<file path="src/rtl/project_types.sv">
// Shared fetch-path types: PC/instruction words, ROM chip status and fetch FSM state.
package project_types;

  typedef logic [31:0] pc_t;
  typedef logic [31:0] inst_t;

  typedef enum logic {
    CHIP_DISABLE = 1'b0,
    CHIP_ENABLE  = 1'b1
  } chip_status_t;

  typedef enum logic {
    F_IDLE = 1'b0,
    F_RUN  = 1'b1
  } fetch_state_t;

  localparam pc_t PC_INCR          = 32'd4;
  localparam pc_t DEFAULT_RESET_PC = 32'h0000_0000;

  // Instructions are word aligned; redirect addresses drop their byte offset.
  function automatic pc_t word_align(input pc_t addr);
    return addr & ~pc_t'(32'd3);
  endfunction

endpackage

</file>
<file path="src/rtl/pc_reg.sv">
// Program counter, fetch FSM and next-PC selection.
module pc_reg
  import project_types::*;
#(
  parameter pc_t RESET_PC = DEFAULT_RESET_PC
) (
  input  logic         clk,
  input  logic         rst_n,
  input  logic         stall,
  input  logic         branch_flag,
  input  pc_t          branch_target,
  input  logic         flush,
  input  pc_t          flush_pc,
  output chip_status_t rom_ce,
  output pc_t          rom_pc
);

  fetch_state_t state_q, state_d;
  pc_t          pc_q, pc_d;

  // State and PC register; reset drops any pending redirect.
  always_ff @(posedge clk or negedge rst_n) begin
    if (!rst_n) begin
      state_q <= F_IDLE;
      pc_q    <= RESET_PC;
    end else begin
      state_q <= state_d;
      pc_q    <= pc_d;
    end
  end

  // Next state and next PC: flush beats stall beats branch beats sequential.
  always_comb begin
    state_d = state_q;
    pc_d    = pc_q;
    unique case (state_q)
      F_IDLE: begin
        // Enable edge presents RESET_PC itself, not RESET_PC + 4.
        state_d = F_RUN;
        pc_d    = RESET_PC;
      end
      F_RUN: begin
        if (flush) begin
          pc_d = word_align(flush_pc);
        end else if (stall) begin
          pc_d = pc_q;
        end else if (branch_flag) begin
          pc_d = word_align(branch_target);
        end else begin
          pc_d = pc_q + PC_INCR;
        end
      end
    endcase
  end

  // ROM enable follows the FSM state; address comes straight from the PC register.
  always_comb begin
    rom_ce = (state_q == F_RUN) ? CHIP_ENABLE : CHIP_DISABLE;
    rom_pc = pc_q;
  end

endmodule

</file>
<file path="src/rtl/fetch_unit.sv">
// Instruction fetch stage: PC generation plus the IF/ID pipeline register.
module fetch_unit
  import project_types::*;
#(
  parameter pc_t RESET_PC = DEFAULT_RESET_PC
) (
  input  logic         clk,
  input  logic         rst_n,
  input  logic         stall,
  input  logic         branch_flag,
  input  pc_t          branch_target,
  input  logic         flush,
  input  pc_t          flush_pc,
  output chip_status_t rom_ce,
  output pc_t          rom_pc,
  input  inst_t        rom_inst,
  output pc_t          id_pc,
  output inst_t        id_inst,
  output logic         id_valid
);

  pc_reg #(
    .RESET_PC(RESET_PC)
  ) u_pc_reg (
    .clk          (clk),
    .rst_n        (rst_n),
    .stall        (stall),
    .branch_flag  (branch_flag),
    .branch_target(branch_target),
    .flush        (flush),
    .flush_pc     (flush_pc),
    .rom_ce       (rom_ce),
    .rom_pc       (rom_pc)
  );

  // IF/ID register: flush clears, stall holds; a branch does not squash (delay slot).
  always_ff @(posedge clk or negedge rst_n) begin
    if (!rst_n) begin
      id_pc    <= '0;
      id_inst  <= '0;
      id_valid <= 1'b0;
    end else if (flush) begin
      id_pc    <= '0;
      id_inst  <= '0;
      id_valid <= 1'b0;
    end else if (!stall) begin
      id_pc    <= rom_pc;
      id_inst  <= (rom_ce == CHIP_ENABLE) ? rom_inst : '0;
      id_valid <= (rom_ce == CHIP_ENABLE);
    end
  end

endmodule
</file>
<file path="config.mk">
export PLATFORM = sky130hd
export DESIGN_NAME = fetch_unit
export DESIGN_NICKNAME = d
export VERILOG_FILES = /design/src/rtl/project_types.sv /design/src/rtl/pc_reg.sv /design/src/rtl/fetch_unit.sv
export SDC_FILE = /design/constraint.sdc
export NUM_CORES = 1
export LEC_CHECK = 0
export ABC_CLOCK_PERIOD_IN_PS = 2000
export CAP_MARGIN = 20
export CORE_UTILIZATION = 40
export CTS_CLUSTER_SIZE = 40
export DETAILED_ROUTE_END_ITERATION = 16
export GPL_TIMING_DRIVEN = 0
export PLACE_DENSITY = 0.87
export SKIP_LAST_GASP = 1
export SYNTH_ARGS = -nofsm -noshare
export SYNTH_HDL_FRONTEND = slang
export SYNTH_SLANG_ARGS = --single-unit
</file>
<file path="constraint.sdc">
create_clock -name clk -period 2 [get_ports clk]
set_input_delay 0.2 -clock clk [delete_from_list [all_inputs] [get_ports clk]]
set_output_delay 0.2 -clock clk [all_outputs]
set_load 0.05 [all_outputs]
</file>
==> metrics.csv <==
metric;value;unit
crit_chain;buf_6, nand2_4, or4_4, nor2_4, mux2_4, o311a_1;
grt_max_degree;65;
crit_slowest_cell;or4_4;
drc_errors;0;
worst_path_largest_cell_delay;0.55;ns
drt-pass1-iter-count;5;
core.rowCount;40;
layout_setup_ws;-0.04922;ns
violations;negative setup slack;
drt_iter0_markers;520;
clock_path_buffers;2;
rsz0062_at_grt;yes;
slew_viol_final;0;
instances_no_fill;898;
path_depth;6;
cts_sinks;95;
setup.worst_path.end_class;flop;
dp.cells;847;
synth_ff_type;dfrtp_1;
final-hold-violation-count;0;
area_growth;58.40;%
routed_via_density;5.787;
track_usage;28.22;%
dpl-instance-area;7129;µm²
cts_root_buf;clkbuf_16;
worst-path-buf-inv;1;
clock_latency;0.34;ns
ant_nets;0;
p_leak;3.467;nW
port-buffer-count;190;
synth-seq-cells;95;
syn_area_per_cell;9.739;µm²
critical_path_class;flop to flop;
avgRoutedWirePerCell;20.16;µm
slew_headroom;46.43;%
status;finished with violations;
grt_overflow;0;
final_core_util;65.24;%
place_congestion;0.9235;
diodes;0;
whs;0.3547;ns
cp_max_fo;5;
yosysWarnings;0;
finalNetCount;848;
reg2reg_to;u_pc_reg.rom_pc[15];
fin_worst_skew;0.008159;ns
cp.required;2.22;ns
core;12010;µm²
powerDensity;700.0;nW/µm²
initial_core_util;41.19;%
yosysSeqAreaShare;48.05;%
drive_above_1_share;15.98;%
r2r_cells;6;
routed_wl;18.11;mm
hp-class;primary input to async pin;
clk_pin_slew;0.07;ns
dp_hpwl;12.66;mm
syn_inst;508;
tightest_slew;0.8036;ns
crit_family;simple AND/OR/NAND/NOR gates;
io-pin-count;199;
antenna_found_initial;0;
timing.final.crit_share;102.5;%
die_y;113.2;µm
stdcell_area;7836;µm²
crit_path_start_kind;flop;
period_needed;2.049;ns
netlist_area;4947;µm²
synthArstFlopShare;100.0;%
numCtsBuffers;9;
synth_cell_types;59;
die-width;113.2;µm
cts_htree_levels;3;
setup_violations;2;
drv_cap;0;
fmax;488.0;MHz
cp_data_arrival_time;2.27;ns
ir_drop;565.1;µV
r2r_slack;-0.05;ns
vias;5197;
reg2reg_from;u_pc_reg.rom_pc[3];
first_global_vias;5185;
power;0.005485;W
synth_edf_count;0;
cts_tree;done;
grt_pass1_wl;27.95;mm
die_area;12820;µm²
## layer usage
layer	wire (µm)	global-route usage, %	up-vias
li1	-	-	2302
met1	7438	37.05	2558
met2	8838	47.53	294
met3	1367	4.981	43
met4	461	8.772	0
met5	0	0	-
## metrics by stage
stage / setup TNS, ns / setup WS, ns
finish: -0.06390 / -0.04922
global route: -0.1887 / -0.06782
CTS: -0.1094 / -0.1094
detailed placement: -32.50 / -0.7378
global placement: -302.26 / -3.402
floorplan: -0.3584 / -0.1368
## Yosys cell counts, drive strengths merged, types with 3 or more instances
cell | n | area share (%)
a21oi | 35 | 3.5
a221oi | 4 | 0.71
a22o | 32 | 5.7
a31oi | 4 | 0.51
and2 | 3 | 0.38
and3 | 5 | 0.63
buf | 18 | 1.9
clkbuf | 27 | 2.1
dfrtp | 95 | 48
inv | 13 | 0.99
mux2 | 5 | 1.2
mux2i | 36 | 7.3
nand2 | 44 | 3.3
nand2b | 5 | 0.63
nand3 | 13 | 2.1
nand4 | 14 | 1.9
nor2 | 57 | 4.4
nor2b | 3 | 0.38
nor3b | 3 | 0.46
nor4 | 6 | 1.5
o211ai | 3 | 0.46
o21ai | 32 | 3.2
o22ai | 4 | 0.51
o311a | 4 | 0.81
o31ai | 4 | 0.61
xor2 | 9 | 1.6
## registers in the layout, indices dropped and copies added, names as in the netlist
signal / cells
id_inst: 32
id_valid: 1
u_pc_reg.state_q: 1
id_pc: 31
u_pc_reg.rom_pc: 30
## power by group
| part | internal, W | switching (W) |
|---|---|---|
| combinational | 0.000555 | 0.000787 |
| clock | 0.00125 | 0.000759 |
| sequential | 0.00202 | 0.000109 |
| total | 0.00383 | 0.00165 |
## cells by family after synthesis
| group | count (synthesis) | share of synthesized area, % |
|---|---|---|
| compound gates | 143 | 19.78 |
| xor+xnor | 10 | 1.770 |
| fa+ha+maj | 1 | 0.2529 |
| buf+inv | 58 | 4.957 |
| flops | 95 | 48.05 |
| mux | 41 | 8.498 |
| other cells | 2 | 0.1518 |
| simple gates | 158 | 16.54 |
## worst max path at each step
stage / start / to / slack [ns]
2_1_floorplan: u_pc_reg.rom_pc[17] / u_pc_reg.rom_pc[29] / -0.14
3_3_place_gp: rst_n / u_pc_reg.rom_pc[4] / -3.40
3_5_place_dp: flush / id_pc[24] / -0.74
4_1_cts: u_pc_reg.rom_pc[17] / u_pc_reg.rom_pc[26] / -0.11
5_1_grt: u_pc_reg.rom_pc[3] / u_pc_reg.rom_pc[15] / -0.07
6_report: u_pc_reg.rom_pc[3] / u_pc_reg.rom_pc[15] / -0.05
## final cells by class
cell class	count	area [µm²]
Inverter	13	48.80
Buffer	41	201.4
Clock buffer	10	239.0
Multi-Input combinational cell	356	2404
Fill cell	937	4175
Sequential cell	95	2410
Clock inverter	6	107.6
Tap cell	147	183.9
Timing Repair Buffer	230	2242
## placed cells by master (no fill, tap or decap), types with 10 or more instances in the layout
| master | instances |
|---|---|
| a21oi_1 | 35 |
| inv_1 | 13 |
| mux2i_1 | 36 |
| clkdlybuf4s50_1 | 189 |
| clkbuf_1 | 19 |
| nand2_1 | 42 |
| buf_4 | 39 |
| a22o_1 | 32 |
| dfrtp_1 | 71 |
| o21ai_0 | 31 |
| nor2_1 | 56 |
| nand4_1 | 13 |
| dfrtp_2 | 23 |
| nand3_1 | 10 |
## timing repair
action                                 in CTS  in global routing
setup endpoints to repair                  39                 27
hold buffers                                1                  0
endpoints found under the hold margin      31                  0
buffers inserted                           14                 24
pin swaps                                   3                  6
resized for setup                           8                 14
No activity file was read; power rests on OpenSTA's default activity.
